[config.mk]
export PLATFORM = sky130hd
export DESIGN_NAME = sm4_tau_client
export DESIGN_NICKNAME = d
export VERILOG_FILES = /design/src/rtl/sm4_pkg.sv /design/src/rtl/sm4_l_xform.sv /design/src/rtl/sm4_tau_client.sv
export SDC_FILE = /design/constraint.sdc
export NUM_CORES = 1
export LEC_CHECK = 0
export CAP_MARGIN = 0
export CORE_UTILIZATION = 39
export CTS_BUF_LIST = sky130_fd_sc_hd__clkbuf_4 sky130_fd_sc_hd__clkbuf_8
export DETAILED_ROUTE_END_ITERATION = 8
export DONT_BUFFER_PORTS = 1
export GPL_ROUTABILITY_DRIVEN = 0
export PLACE_DENSITY_LB_ADDON = 0.2
export SLEW_MARGIN = 10
export SYNTH_ARGS = -nofsm -noshare
export SYNTH_HDL_FRONTEND = slang
export SYNTH_SLANG_ARGS = --single-unit
[constraint.sdc]
create_clock -name i_clk -period 2.5 [get_ports i_clk]
set_input_delay 0.375 -clock i_clk [delete_from_list [all_inputs] [get_ports i_clk]]
set_output_delay 0.375 -clock i_clk [all_outputs]
set_load 0.005 [all_outputs]
[src/rtl/sm4_pkg.sv]
// Shared SM4 definitions: client FSM encoding, linear-transform rotation
// amounts, mode encoding and a 32-bit rotate helper.
package sm4_pkg;

    typedef enum logic [1:0] {
        ST_IDLE    = 2'd0,
        ST_SEND    = 2'd1,
        ST_COLLECT = 2'd2,
        ST_OUT     = 2'd3
    } state_e;

    typedef enum logic {
        MODE_L  = 1'b0,
        MODE_LP = 1'b1
    } mode_e;

    localparam int unsigned ROT_L0  = 2;
    localparam int unsigned ROT_L1  = 10;
    localparam int unsigned ROT_L2  = 18;
    localparam int unsigned ROT_L3  = 24;
    localparam int unsigned ROT_LP0 = 13;
    localparam int unsigned ROT_LP1 = 23;

    function automatic logic [31:0] rol32(input logic [31:0] x, input int unsigned n);
        return (x << n) | (x >> (32 - n));
    endfunction

endpackage

[src/rtl/sm4_l_xform.sv]
// SM4 linear transform: L for the data round, L' for key expansion.
// Purely combinational so round and key-expansion paths can share it.
module sm4_l_xform
    import sm4_pkg::*;
(
    input  logic [31:0] data,
    input  logic        mode,
    output logic [31:0] result
);

    always_comb begin
        if (mode == MODE_LP) begin
            result = data ^ rol32(data, ROT_LP0) ^ rol32(data, ROT_LP1);
        end else begin
            result = data ^ rol32(data, ROT_L0) ^ rol32(data, ROT_L1)
                          ^ rol32(data, ROT_L2) ^ rol32(data, ROT_L3);
        end
    end

endmodule

[src/rtl/sm4_tau_client.sv]
// Serialises one word's bytes to a shared byte-wide S_Box, reassembles the
// substituted word (tau) and returns L or L' of it with a collect timeout.
module sm4_tau_client
    import sm4_pkg::*;
#(
    parameter int TIMEOUT_CYC = 15,
    parameter int CNT_W       = 4
) (
    input  logic        i_clk,
    input  logic        i_rst,
    input  logic [31:0] i_data,
    input  logic        i_mode,
    input  logic        i_valid,
    output logic        o_ready,
    output logic [7:0]  o_sbox_data,
    output logic        o_sbox_valid,
    input  logic [7:0]  i_sbox_data,
    input  logic        i_sbox_valid,
    output logic [31:0] o_data,
    output logic        o_valid,
    input  logic        i_ready,
    output logic        o_err
);

    state_e            state_q, state_d;
    logic [31:0]       word_q;
    logic              mode_q;
    logic [1:0]        byte_cnt_q;
    logic [2:0]        resp_cnt_q;
    logic [31:0]       tau_q, tau_next;
    logic [CNT_W-1:0]  tmo_q;
    logic              ready_q, valid_q, err_q;
    logic [31:0]       data_q, l_out;
    logic              accept, timeout, finish, resp_take, all_done;

    // Responses count only while a transaction is in flight, and at most four.
    assign resp_take = i_sbox_valid && !resp_cnt_q[2]
                    && (state_q == ST_SEND || state_q == ST_COLLECT);
    assign all_done  = resp_cnt_q[2] || (resp_take && resp_cnt_q[1:0] == 2'd3);

    // NOTE: every always_comb output gets a default first so no latch is inferred.
    always_comb begin
        tau_next = tau_q;
        if (resp_take) begin
            case (resp_cnt_q[1:0])
                2'd0:    tau_next[31:24] = i_sbox_data;
                2'd1:    tau_next[23:16] = i_sbox_data;
                2'd2:    tau_next[15:8]  = i_sbox_data;
                default: tau_next[7:0]   = i_sbox_data;
            endcase
        end
    end

    always_comb begin
        o_sbox_data = 8'h00;
        if (state_q == ST_SEND) begin
            case (byte_cnt_q)
                2'd0:    o_sbox_data = word_q[31:24];
                2'd1:    o_sbox_data = word_q[23:16];
                2'd2:    o_sbox_data = word_q[15:8];
                default: o_sbox_data = word_q[7:0];
            endcase
        end
    end

    // The transform sees the word including a byte arriving this cycle.
    sm4_l_xform u_l_xform (
        .data   (tau_next),
        .mode   (mode_q),
        .result (l_out)
    );

    always_comb begin
        state_d = state_q;
        accept  = 1'b0;
        timeout = 1'b0;
        finish  = 1'b0;
        case (state_q)
            ST_IDLE: begin
                if (i_valid && ready_q) begin
                    accept  = 1'b1;
                    state_d = ST_SEND;
                end
            end
            ST_SEND: begin
                if (byte_cnt_q == 2'd3) state_d = ST_COLLECT;
            end
            ST_COLLECT: begin
                if (all_done) begin
                    finish  = 1'b1;
                    state_d = ST_OUT;
                end else if (tmo_q == CNT_W'(TIMEOUT_CYC - 1)) begin
                    timeout = 1'b1;
                    state_d = ST_IDLE;
                end
            end
            ST_OUT: begin
                if (i_ready) state_d = ST_IDLE;
            end
            default: state_d = ST_IDLE;
        endcase
    end

    // NOTE: sequential state uses non-blocking assignments only, so every
    // register samples pre-edge values regardless of statement order.
    always_ff @(posedge i_clk) begin
        if (i_rst) begin
            state_q    <= ST_IDLE;
            word_q     <= '0;
            mode_q     <= 1'b0;
            byte_cnt_q <= '0;
            resp_cnt_q <= '0;
            tau_q      <= '0;
            tmo_q      <= '0;
            ready_q    <= 1'b0;
            valid_q    <= 1'b0;
            err_q      <= 1'b0;
            data_q     <= '0;
        end else begin
            state_q <= state_d;
            ready_q <= (state_d == ST_IDLE);
            err_q   <= timeout;
            if (accept) begin
                word_q     <= i_data;
                mode_q     <= i_mode;
                byte_cnt_q <= '0;
                resp_cnt_q <= '0;
                tau_q      <= '0;
                tmo_q      <= '0;
            end
            if (state_q == ST_SEND) byte_cnt_q <= byte_cnt_q + 2'd1;
            if (resp_take) begin
                tau_q      <= tau_next;
                resp_cnt_q <= resp_cnt_q + 3'd1;
            end
            if (state_q == ST_COLLECT) tmo_q <= tmo_q + CNT_W'(1);
            if (finish) begin
                data_q  <= l_out;
                valid_q <= 1'b1;
            end
            if (state_q == ST_OUT && i_ready) valid_q <= 1'b0;
        end
    end

    assign o_ready      = ready_q;
    assign o_sbox_valid = (state_q == ST_SEND);
    assign o_data       = data_q;
    assign o_valid      = valid_q;
    assign o_err        = err_q;

endmodule

==> results.toml, run 1 <==
[run_status]
outcome = "finished, final reports clean"

[synthesis]
synth_ff_type = "dfxtp_1"
syn_area_sq_um = 6110
yosysSeqAreaShare_pct = 36.4
async_flop_share_pct = 0
syn_nets = 740
syn_inst = 679
ys_types = 44
yosysWarnings = 0
syn_avg_cell_area_sq_um = 9.00
ys_ff_latch = 111
synth_edf_count = 0

[min_path]
hold_start = "i_rst"
hold_depth = 1
hp-class = "input pin to flip-flop"

[global_routing]
globalRouteTotalUtil_pct = 20.9
grt.overflow.total = 0
grt_max_degree = 59
grt_pass1_wl_microns = 26000
antenna_found_initial = 0
grt_pass1_vias = 4707

[timing]
worst_clock_skew_ps = 9.86
fin_crit_sh_pct = 95.8
setup_viol = 0
drv_slew = 0
rsz0062_at_grt = "true"
fmax_mhz = 418
finalWorstSetupSlack_ps = 106
fin_tns_setup_ps = 0
slew_headroom_pct = 51.1
timing_hold_violations_final = 0
min_period_ps = 2390
tightest_slew_ps = 731

[clock_network]
clk_pin_slew_ps = 110
clk-insertion-delay-late_ps = 390
cts_root_buf = "clkbuf_8"
htreeDepth = 3
cts_tree = "built"
tritoncts.num_buffers = 9
cts.sinks = 111
ctsHoldBuffers = 0
cts_buffer_depth = 2

[routing]
wire_per_inst_microns = 17.4
wl_met1_microns = 7750
remaining_drc_errors = 0
avgViaCountPerCell = 5.07
postRouteAntennaNets = 0
dr.pass1.iters = 7
dr_wl_met2_microns = 7490
vias = 4793
drtIter0Drc = 351
wl_met3_microns = 1010
highest_layer = "met4"
wl_microns = 16500

[critical_path]
endpoint_kind = "flip-flop"
crit_type = "flip-flop to flip-flop"
rr_worst_depth = 10
cp_max_fo = 8
startpoint = "state_q[0]"
rr_startpoint = "state_q[0]"
worstPathArrival_ps = 2660
critPathLaunchType = "flip-flop"
crit_required_ps = 2770

[placement]
portBuffers = 0
dp_hpwl_microns = 12400
pre_cts_slack_ps = -41.6
dp_cells = 918

[floorplan]
num_io_pins = 90
start_util_pct = 40.0
coreArea_sq_um = 15300
num_rows = 45
die-height_microns = 127
die_width_microns = 127
fp.dieArea_sq_um = 16200

[layout]
fillerInstances = 1431
stdcell_count = 946
final_layout_size_suffix_gt1_share_pct = 20.3
fin_nets = 791
num_antenna_cells = 0
synthToLayoutAreaGrowth_pct = 19.5
final_cell_mix = "110 x nand2_1, 110 x dfxtp_1, 103 x xnor2_1, 72 x buf_4, 66 x a21oi_1"

[flow_run]
drv_cap = 0

[power]
power.density_nw_per_um2 = 690
p_leak_nw = 2.64
peakVddDrop_mv = 0.310
## routing by layer
| metal | track usage [%] | up-vias |
|---|---|---|
| met5 | 0 | - |
| met3 | 4.90 | 15 |
| met1 | 29.0 | 2275 |
| met4 | 6.44 | 0 |
| li1 | - | 2373 |
| met2 | 32.1 | 130 |
## final cells by class
type | count | area, sq um | area share (%)
multi-input combinational | 519 | 3860 | 52.9
clock buffer | 9 | 124 | 1.70
sequential | 111 | 2220 | 30.5
inverter | 10 | 37.5 | 0.514
timing repair buffer | 79 | 672 | 9.21
tap | 211 | 264 | 3.62
clock inverter | 7 | 118 | 1.61
## report_power, final
part	switching (mW)	internal [mW]	total [mW]
clock network	0.647	0.670	1.32
registers	0.0848	1.89	1.98
logic	0.952	0.788	1.74
## repair_timing
action,in CTS,in global routing
setup buffers,5,7
resized for setup,4,22
pin swaps,0,2
setup endpoints to repair,4,29
endpoints found under the hold margin,0,0
## worst paths after layout
check	end	slack, ps
min reg2reg	word_q[11]	460
max reg2reg	o_data[12]	110
min	tau_q[15]	40
max	o_data[12]	110
## registers in the layout, indices dropped and copies added (netlist names)
register    cells
o_valid         1
tau_q          32
state_q         2
word_q         32
o_err           1
byte_cnt_q      2
resp_cnt_q      3
mode_q          1
tmo_q           4
o_ready         1
o_data         32
## logic make-up (layout without fill, tap and decap cells)
kind of cell             count (synthesis)  after routing  share of synthesized area [%]
flip-flops                             111            111                           36.4
XOR/XNOR                               142            142                           21.2
adder cells (fa/ha/maj)                 15             15                           3.07
multiplexers                            34             34                           9.71
AO/OA/AOI/OAI                          129            129                           12.8
AND/OR/NAND/NOR                        199            199                           13.4
buffers and inverters                   49            105                           3.50
## synthesized netlist by cell type (2+ instances only)
cell	n	area share (%)
dfxtp_1	111	36
xnor2_1	111	16
nand2_1	110	6.8
a21oi_1	66	5.4
nor2_1	63	3.9
clkbuf_1	30	1.8
xor2_1	24	3.4
mux2i_2	17	3.8
ha_1	15	3.1
mux2i_4	15	5.5
o21ai_0	12	0.98
o21ai_1	12	0.98
o221ai_1	11	1.6
inv_1	9	0.55
a222oi_1	8	1.3
and3_1	6	0.61
xnor2_2	6	1.6
buf_1	5	0.31
o22ai_1	5	0.51
buf_6	4	0.74
nand4b_1	4	0.57
nand3_1	3	0.25
nor2b_1	3	0.31
nor3_1	3	0.25
a211oi_1	2	0.25
a22o_1	2	0.29
a22oi_1	2	0.25
nand2b_1	2	0.20
nand3b_1	2	0.25
o21ai_2	2	0.29
## stage by stage
step                hold WS, ps  cell area, sq um  util, %  power, mW
floorplan                   435              6110        -       3.19
detailed placement          443              6760     44.3       3.64
global route               10.3              7300     47.8       5.32
global placement            437              6760     44.3       3.61
finish                     35.5              7300     47.8       5.03
CTS                        18.7              7080     46.4       4.96
## worst max-delay path, stage by stage, from the launching register on
cell      delay (ps)
dfxtp_1          350
inv_1             80
ha_4             260
nand4b_1         150
buf_12           190
mux2i_4          340
xnor2_1          170
buf_4            160
xnor2_1          250
xnor2_1          180
o221ai_1         130
No activity file was read; power rests on OpenSTA's default activity.
==> run 2, diff against run 1 <==
CTS_CLUSTER_DIAMETER = 120   (was unset)
DONT_BUFFER_PORTS = unset   (was 1)
==> run 2 against run 1 <==
Net effect: global-route usage grew 1.4 points; cell count grew 14%; count of clock-buffer cells in the layout grew 1; maximum frequency shrank 2.9%; combinational power grew 11%; utilization grew 7.7 points; critical path type unchanged.
==> results.toml, run 2 (synthesized netlist as in run 1, its figures left out) <==
[global_routing]
grt_pass1_vias = 5259
grt_pass1_wl_microns = 27800
antenna_found_initial = 0
globalRouteTotalUtil_pct = 22.3
grt.overflow.total = 0
grt_max_degree = 49

[layout]
final_cell_mix = "110 x nand2_1, 109 x buf_4, 107 x dfxtp_1, 100 x xnor2_1, 80 x clkdlybuf4s50_1"
layout_commonest_cell = "nand2_1"
final_area_sq_um = 8470
final_layout_size_suffix_gt1_share_pct = 23.6
fin_nets = 919
synthToLayoutAreaGrowth_pct = 38.6
fin_util_pct = 55.5
num_antenna_cells = 0

[critical_path]
crit_type = "flip-flop to flip-flop"
cp_max_fo = 5
worstPathArrival_ps = 2720
crit_required_ps = 2760
critPathLaunchType = "flip-flop"
worst_path_most_repeated_cell = "xnor2_1"
cp_top_family = "buffers and inverters"
endpoint_kind = "flip-flop"
path_cells = "inv_2, ha_4, nand4b_1, buf_4, clkbuf_16, buf_6, mux2i_4, xnor2_1, buf_4, xnor2_1, xnor2_1, o22ai_1"
worst-path-buf-inv = 5
max_stage_delay_ps = 350
slowest_stage = "dfxtp_2"

[timing]
setup_viol = 0
fin_tns_setup_ps = 0
tightest_slew_ps = 696
drv_slew = 0
fmax_mhz = 406
worst_clock_skew_ps = 9.73
fin_crit_sh_pct = 98.6
rsz0062_at_grt = "true"
min_period_ps = 2460
timing_hold_violations_final = 0
fin_hold_ws_ps = 304
slew_headroom_pct = 53.5

[routing]
postRouteAntennaNets = 0
vias = 5266
wl_microns = 17500
wire_per_inst_microns = 16.3
drtIter0Drc = 329
avgViaCountPerCell = 4.90
remaining_drc_errors = 0
dr.pass1.iters = 5

[clock_network]
tritoncts.num_buffers = 9
cts_tree = "built"
htreeDepth = 3
cts.sinks = 111
clk_pin_slew_ps = 100
ctsHoldBuffers = 0
cts_root_buf = "clkbuf_8"
cts_buffer_depth = 2
clk-insertion-delay-late_ps = 390

[min_path]
hp-class = "input pin to flip-flop"

[run_status]
outcome = "finished, final reports clean"

[flow_run]
drv_cap = 0

[placement]
dp_hpwl_microns = 13300
portBuffers = 89
place_area_sq_um = 7950

[power]
p_leak_nw = 3.25
peakVddDrop_mv = 0.357
power.density_nw_per_um2 = 610

[floorplan]
coreArea_sq_um = 15300
num_io_pins = 90
start_util_pct = 40.0
die-height_microns = 127
die_width_microns = 127
num_rows = 45
fp.dieArea_sq_um = 16200
## run 2: power breakdown
| group | switching, mW | internal [mW] | total, mW |
|---|---|---|---|
| clock | 0.641 | 0.598 | 1.24 |
| sequential | 0.0903 | 1.90 | 1.99 |
| combinational | 1.00 | 0.937 | 1.94 |
| total | 1.73 | 3.43 | 5.17 |
## run 2: metal layers
| metal | track usage [%] | share of wire [%] | up-vias |
|---|---|---|---|
| met4 | 6.72 | 1.7 | 0 |
| met1 | 30.3 | 48 | 2512 |
| li1 | - | - | 2622 |
| met2 | 36.5 | 47 | 113 |
| met3 | 3.64 | 3.7 | 19 |
| met5 | 0 | 0 | - |
## run 2: path summary, 6_finish.rpt
kind | slack (ps) | end | cells after the start | start
max | 40 | o_data[25] | 12 | state_q[0]
min | 300 | tmo_q[1] | 2 | i_rst
max reg2reg | 40 | o_data[25] | 12 | state_q[0]
min reg2reg | 440 | o_data[17] | 2 | o_data[17]
## run 2: final cells by class
class                   count  area, sq um
clock buffers              10          138
clock inverters             6         90.1
fillers                  1401         6790
inverters                  10         38.8
multi-input cells         519         3820
flip-flops and latches    111         2230
well taps                 211          264
repair buffers            207         1880
## run 2: worst register-to-register path, cell delays in order (launching register included)
cell	delay (ps)
dfxtp_2	350
inv_2	50
ha_4	290
nand4b_1	170
buf_4	200
clkbuf_16	160
buf_6	120
mux2i_4	190
xnor2_1	160
buf_4	160
xnor2_1	220
xnor2_1	160
o22ai_1	110
## run 2: through the flow
stage          std cells  setup slack (ps)  power, mW
2_1_floorplan        679               112       3.19
3_3_place_gp        1045              -262       3.79
3_5_place_dp        1045              -260       3.84
4_1_cts             1066             -37.9       5.13
5_1_grt             1074             -77.8       5.45
6_report            1074              35.0       5.17
## run 2: timing repair
action | 4_1_cts | 5_1_grt
endpoints found under the hold margin | 0 | 0
buffers inserted | 5 | 7
gates cloned | 0 | 1
gates resized for setup | 17 | 27
setup endpoints to repair | 15 | 38
pin swaps | 8 | 22
==> run 3, diff against run 2 <==
ABC_AREA = 1   (was unset)
==> run 3 against run 2 <==
Net effect: worst setup slack better by 35 ps; register-to-register slack better by 30 ps; via count is 75% higher; largest cell class unchanged; highest routed layer unchanged.
==> results.toml, run 3 <==
[run_status]
outcome = "finished, final reports clean"

[routing]
remaining_drc_errors = 0
wire_per_inst_microns = 16.1
avgViaCountPerCell = 5.22
wl_microns = 28400
drtIter0Drc = 811
postRouteAntennaNets = 0
vias = 9227
dr.pass1.iters = 6

[min_path]
hp-class = "flip-flop to flip-flop"
worstHoldEndpoint = "word_q[0]"
hold_depth = 2
hold_start = "word_q[0]"

[floorplan]
num_io_pins = 90
die-height_microns = 143
start_util_pct = 39.9
coreArea_sq_um = 19500
num_rows = 51
fp.dieArea_sq_um = 20500
die_width_microns = 143

[power]
p_leak_nw = 4.77
peakVddDrop_mv = 0.486
power.density_nw_per_um2 = 1430

[critical_path]
cp_top_family = "simple AND/OR/NAND/NOR gates"
rr_startpoint = "state_q[0]"
path_cells = "inv_1, ha_4, nand2_2, nor2_4, buf_12, buf_6, nor2_1, nor2_2, buf_4, nand2_1, nand3_1, nand3_1, nand2_1, inv_1, nand2_1, a21oi_1"
worst-path-buf-inv = 5
worst_path_most_repeated_cell = "nand2_1"
r2r-end = "o_data[31]"
critPathLaunchType = "flip-flop"
r2r_slack_ps = 70
crit_required_ps = 2790
max_stage_delay_ps = 350
rr_worst_depth = 16
worstPathArrival_ps = 2720
slowest_stage = "dfxtp_2"
crit_type = "flip-flop to flip-flop"
cp_max_fo = 11
endpoint_kind = "flip-flop"

[clock_network]
tritoncts.num_buffers = 9
cts_buffer_depth = 2
cts.sinks = 111
clk_pin_slew_ps = 140
clk-insertion-delay-late_ps = 420
htreeDepth = 3
cts_root_buf = "clkbuf_8"
cts_tree = "built"

[synthesis]
syn_nets = 1414
synth_ff_type = "dfxtp_1"
ys_types = 37
yosys-top-cells-area = "nand2_1 29%, dfxtp_1 29%, nand3_1 9.6%"
syn_inst = 1353
yosysMostFrequentCell = "nand2_1"
yosysSeqAreaShare_pct = 28.6
yosysWarnings = 0
synth_top_cell_by_area = "nand2_1"
ys_ff_latch = 111
syn_avg_cell_area_sq_um = 5.74
syn_area_sq_um = 7770
async_flop_share_pct = 0
ys_top_cells_by_count = "594 x nand2_1, 149 x nand3_1, 111 x dfxtp_1, 111 x inv_1, 84 x nor2_1"
synth_top_area_share_pct = 28.7
synth_edf_count = 0

[layout]
synthToLayoutAreaGrowth_pct = 28.5
final_layout_size_suffix_gt1_share_pct = 13.7
layout_commonest_cell = "nand2_1"
num_antenna_cells = 0
final_cell_mix = "585 x nand2_1, 149 x nand3_1, 107 x dfxtp_1, 104 x inv_1, 88 x clkdlybuf4s50_1"
fin_nets = 1557
fillerInstances = 2025

[timing]
slew_headroom_pct = 55.5
fin_tns_setup_ps = 0
drv_slew = 0
fmax_mhz = 411
fin_hold_ws_ps = 472
tightest_slew_ps = 667
setup_viol = 0
min_period_ps = 2430
fin_crit_sh_pct = 97.2
timing_hold_violations_final = 0
worst_clock_skew_ps = 24.5
rsz0062_at_grt = "true"

[global_routing]
globalRouteTotalUtil_pct = 28.0
grt_pass1_vias = 8113
antenna_found_initial = 0
grt_pass1_wl_microns = 43400
grt.overflow.total = 0
grt_max_degree = 55

[placement]
dp_hpwl_microns = 20200
portBuffers = 89

[flow_run]
drv_cap = 0
-- run 3: cell types whose count changed after synthesis, moves of 23 or more --
| cell | previous run | this run |
|---|---|---|
| nand3_1 | 3 | 149 |
| xnor2_1 | 111 | 4 |
| inv_1 | 9 | 111 |
| o21ai_0 | 12 | 49 |
| nand2_1 | 110 | 594 |
| nand2_2 | 0 | 23 |
-- run 3: power by group --
| group | switching, mW | internal (mW) | total (mW) | leakage [nW] |
|---|---|---|---|---|
| registers | 0.180 | 2.06 | 2.24 | 0.902 |
| logic | 6.85 | 4.02 | 10.9 | 3.76 |
| clock network | 0.794 | 0.413 | 1.21 | 0.106 |
| total | 7.82 | 6.49 | 14.3 | 4.77 |
-- run 3: cell type report --
| cell class | count | area [sq um] | area share [%] |
|---|---|---|---|
| multi-input cells | 1067 | 4980 | 49.9 |
| flip-flops and latches | 111 | 2230 | 22.4 |
| repair buffers | 187 | 1760 | 17.7 |
| inverters | 120 | 458 | 4.59 |
| well taps | 265 | 332 | 3.32 |
| clock buffers | 9 | 124 | 1.24 |
| clock inverters | 7 | 91.3 | 0.915 |
-- run 3: worst max path at each step --
stage / startpoint / end / slack [ps] / cells after the start
5_1_grt: state_q[0] / o_data[9] / -50 / 14
6_report: state_q[0] / o_data[31] / 70 / 16
2_1_floorplan: state_q[1] / o_data[15] / 420 / 16
3_3_place_gp: i_sbox_valid / o_data[12] / -60 / 14
3_5_place_dp: i_sbox_valid / o_data[12] / -60 / 14
4_1_cts: state_q[0] / o_sbox_data[1] / -4 / 5
-- run 3: timing repair --
action | 4_1_cts | 5_1_grt
pin swaps | 0 | 10
endpoints found under the hold margin | 0 | 0
gates cloned | 0 | 3
setup endpoints to repair | 8 | 42
gates resized for setup | 3 | 47
hold buffers | 0 | 0
buffers inserted | 0 | 7
-- run 3: logic make-up after synthesis --
kind of cell               share of synthesized area (%)
xor gates and xnor gates                           0.789
adders and majority gates                           2.42
DFF                                                 28.6
buffers and inverters                               9.38
AOI/OAI and AO/OA                                   11.8
and+or+nand+nor                                     47.0
-- run 3: worst register-to-register path, cell delays in order, from the launching register on --
cell and delay [ps]:
dfxtp_2 350, inv_1 90, ha_4 310, nand2_2 60, nor2_4 220, buf_12 150
buf_6 170, nor2_1 80, nor2_2 90, buf_4 180, nand2_1 110, nand3_1 90
nand3_1 150, nand2_1 100, inv_1 40, nand2_1 50, a21oi_1 60
-- run 3: per-layer routing --
metal | vias to the layer above | wire length (microns) | global-route usage, %
met5 | - | 0 | 0
met4 | 0 | 1370 | 16.3
met3 | 88 | 2310 | 4.26
met2 | 431 | 13000 | 45.1
met1 | 4149 | 11700 | 35.5
li1 | 4559 | - | -
-- run 3: through the flow --
step,total power [mW],setup slack [ps],area [sq um],utilization [%],instances
final,14.3,69.7,9980,51.3,1766
after CTS,13.6,-4.04,9670,49.7,1756
after global placement,12.3,-58.0,9450,48.5,1740
after global routing,15.5,-47.6,9980,51.3,1766
after detailed placement,12.4,-58.5,9450,48.5,1740
after floorplan,8.96,422,7770,-,1353
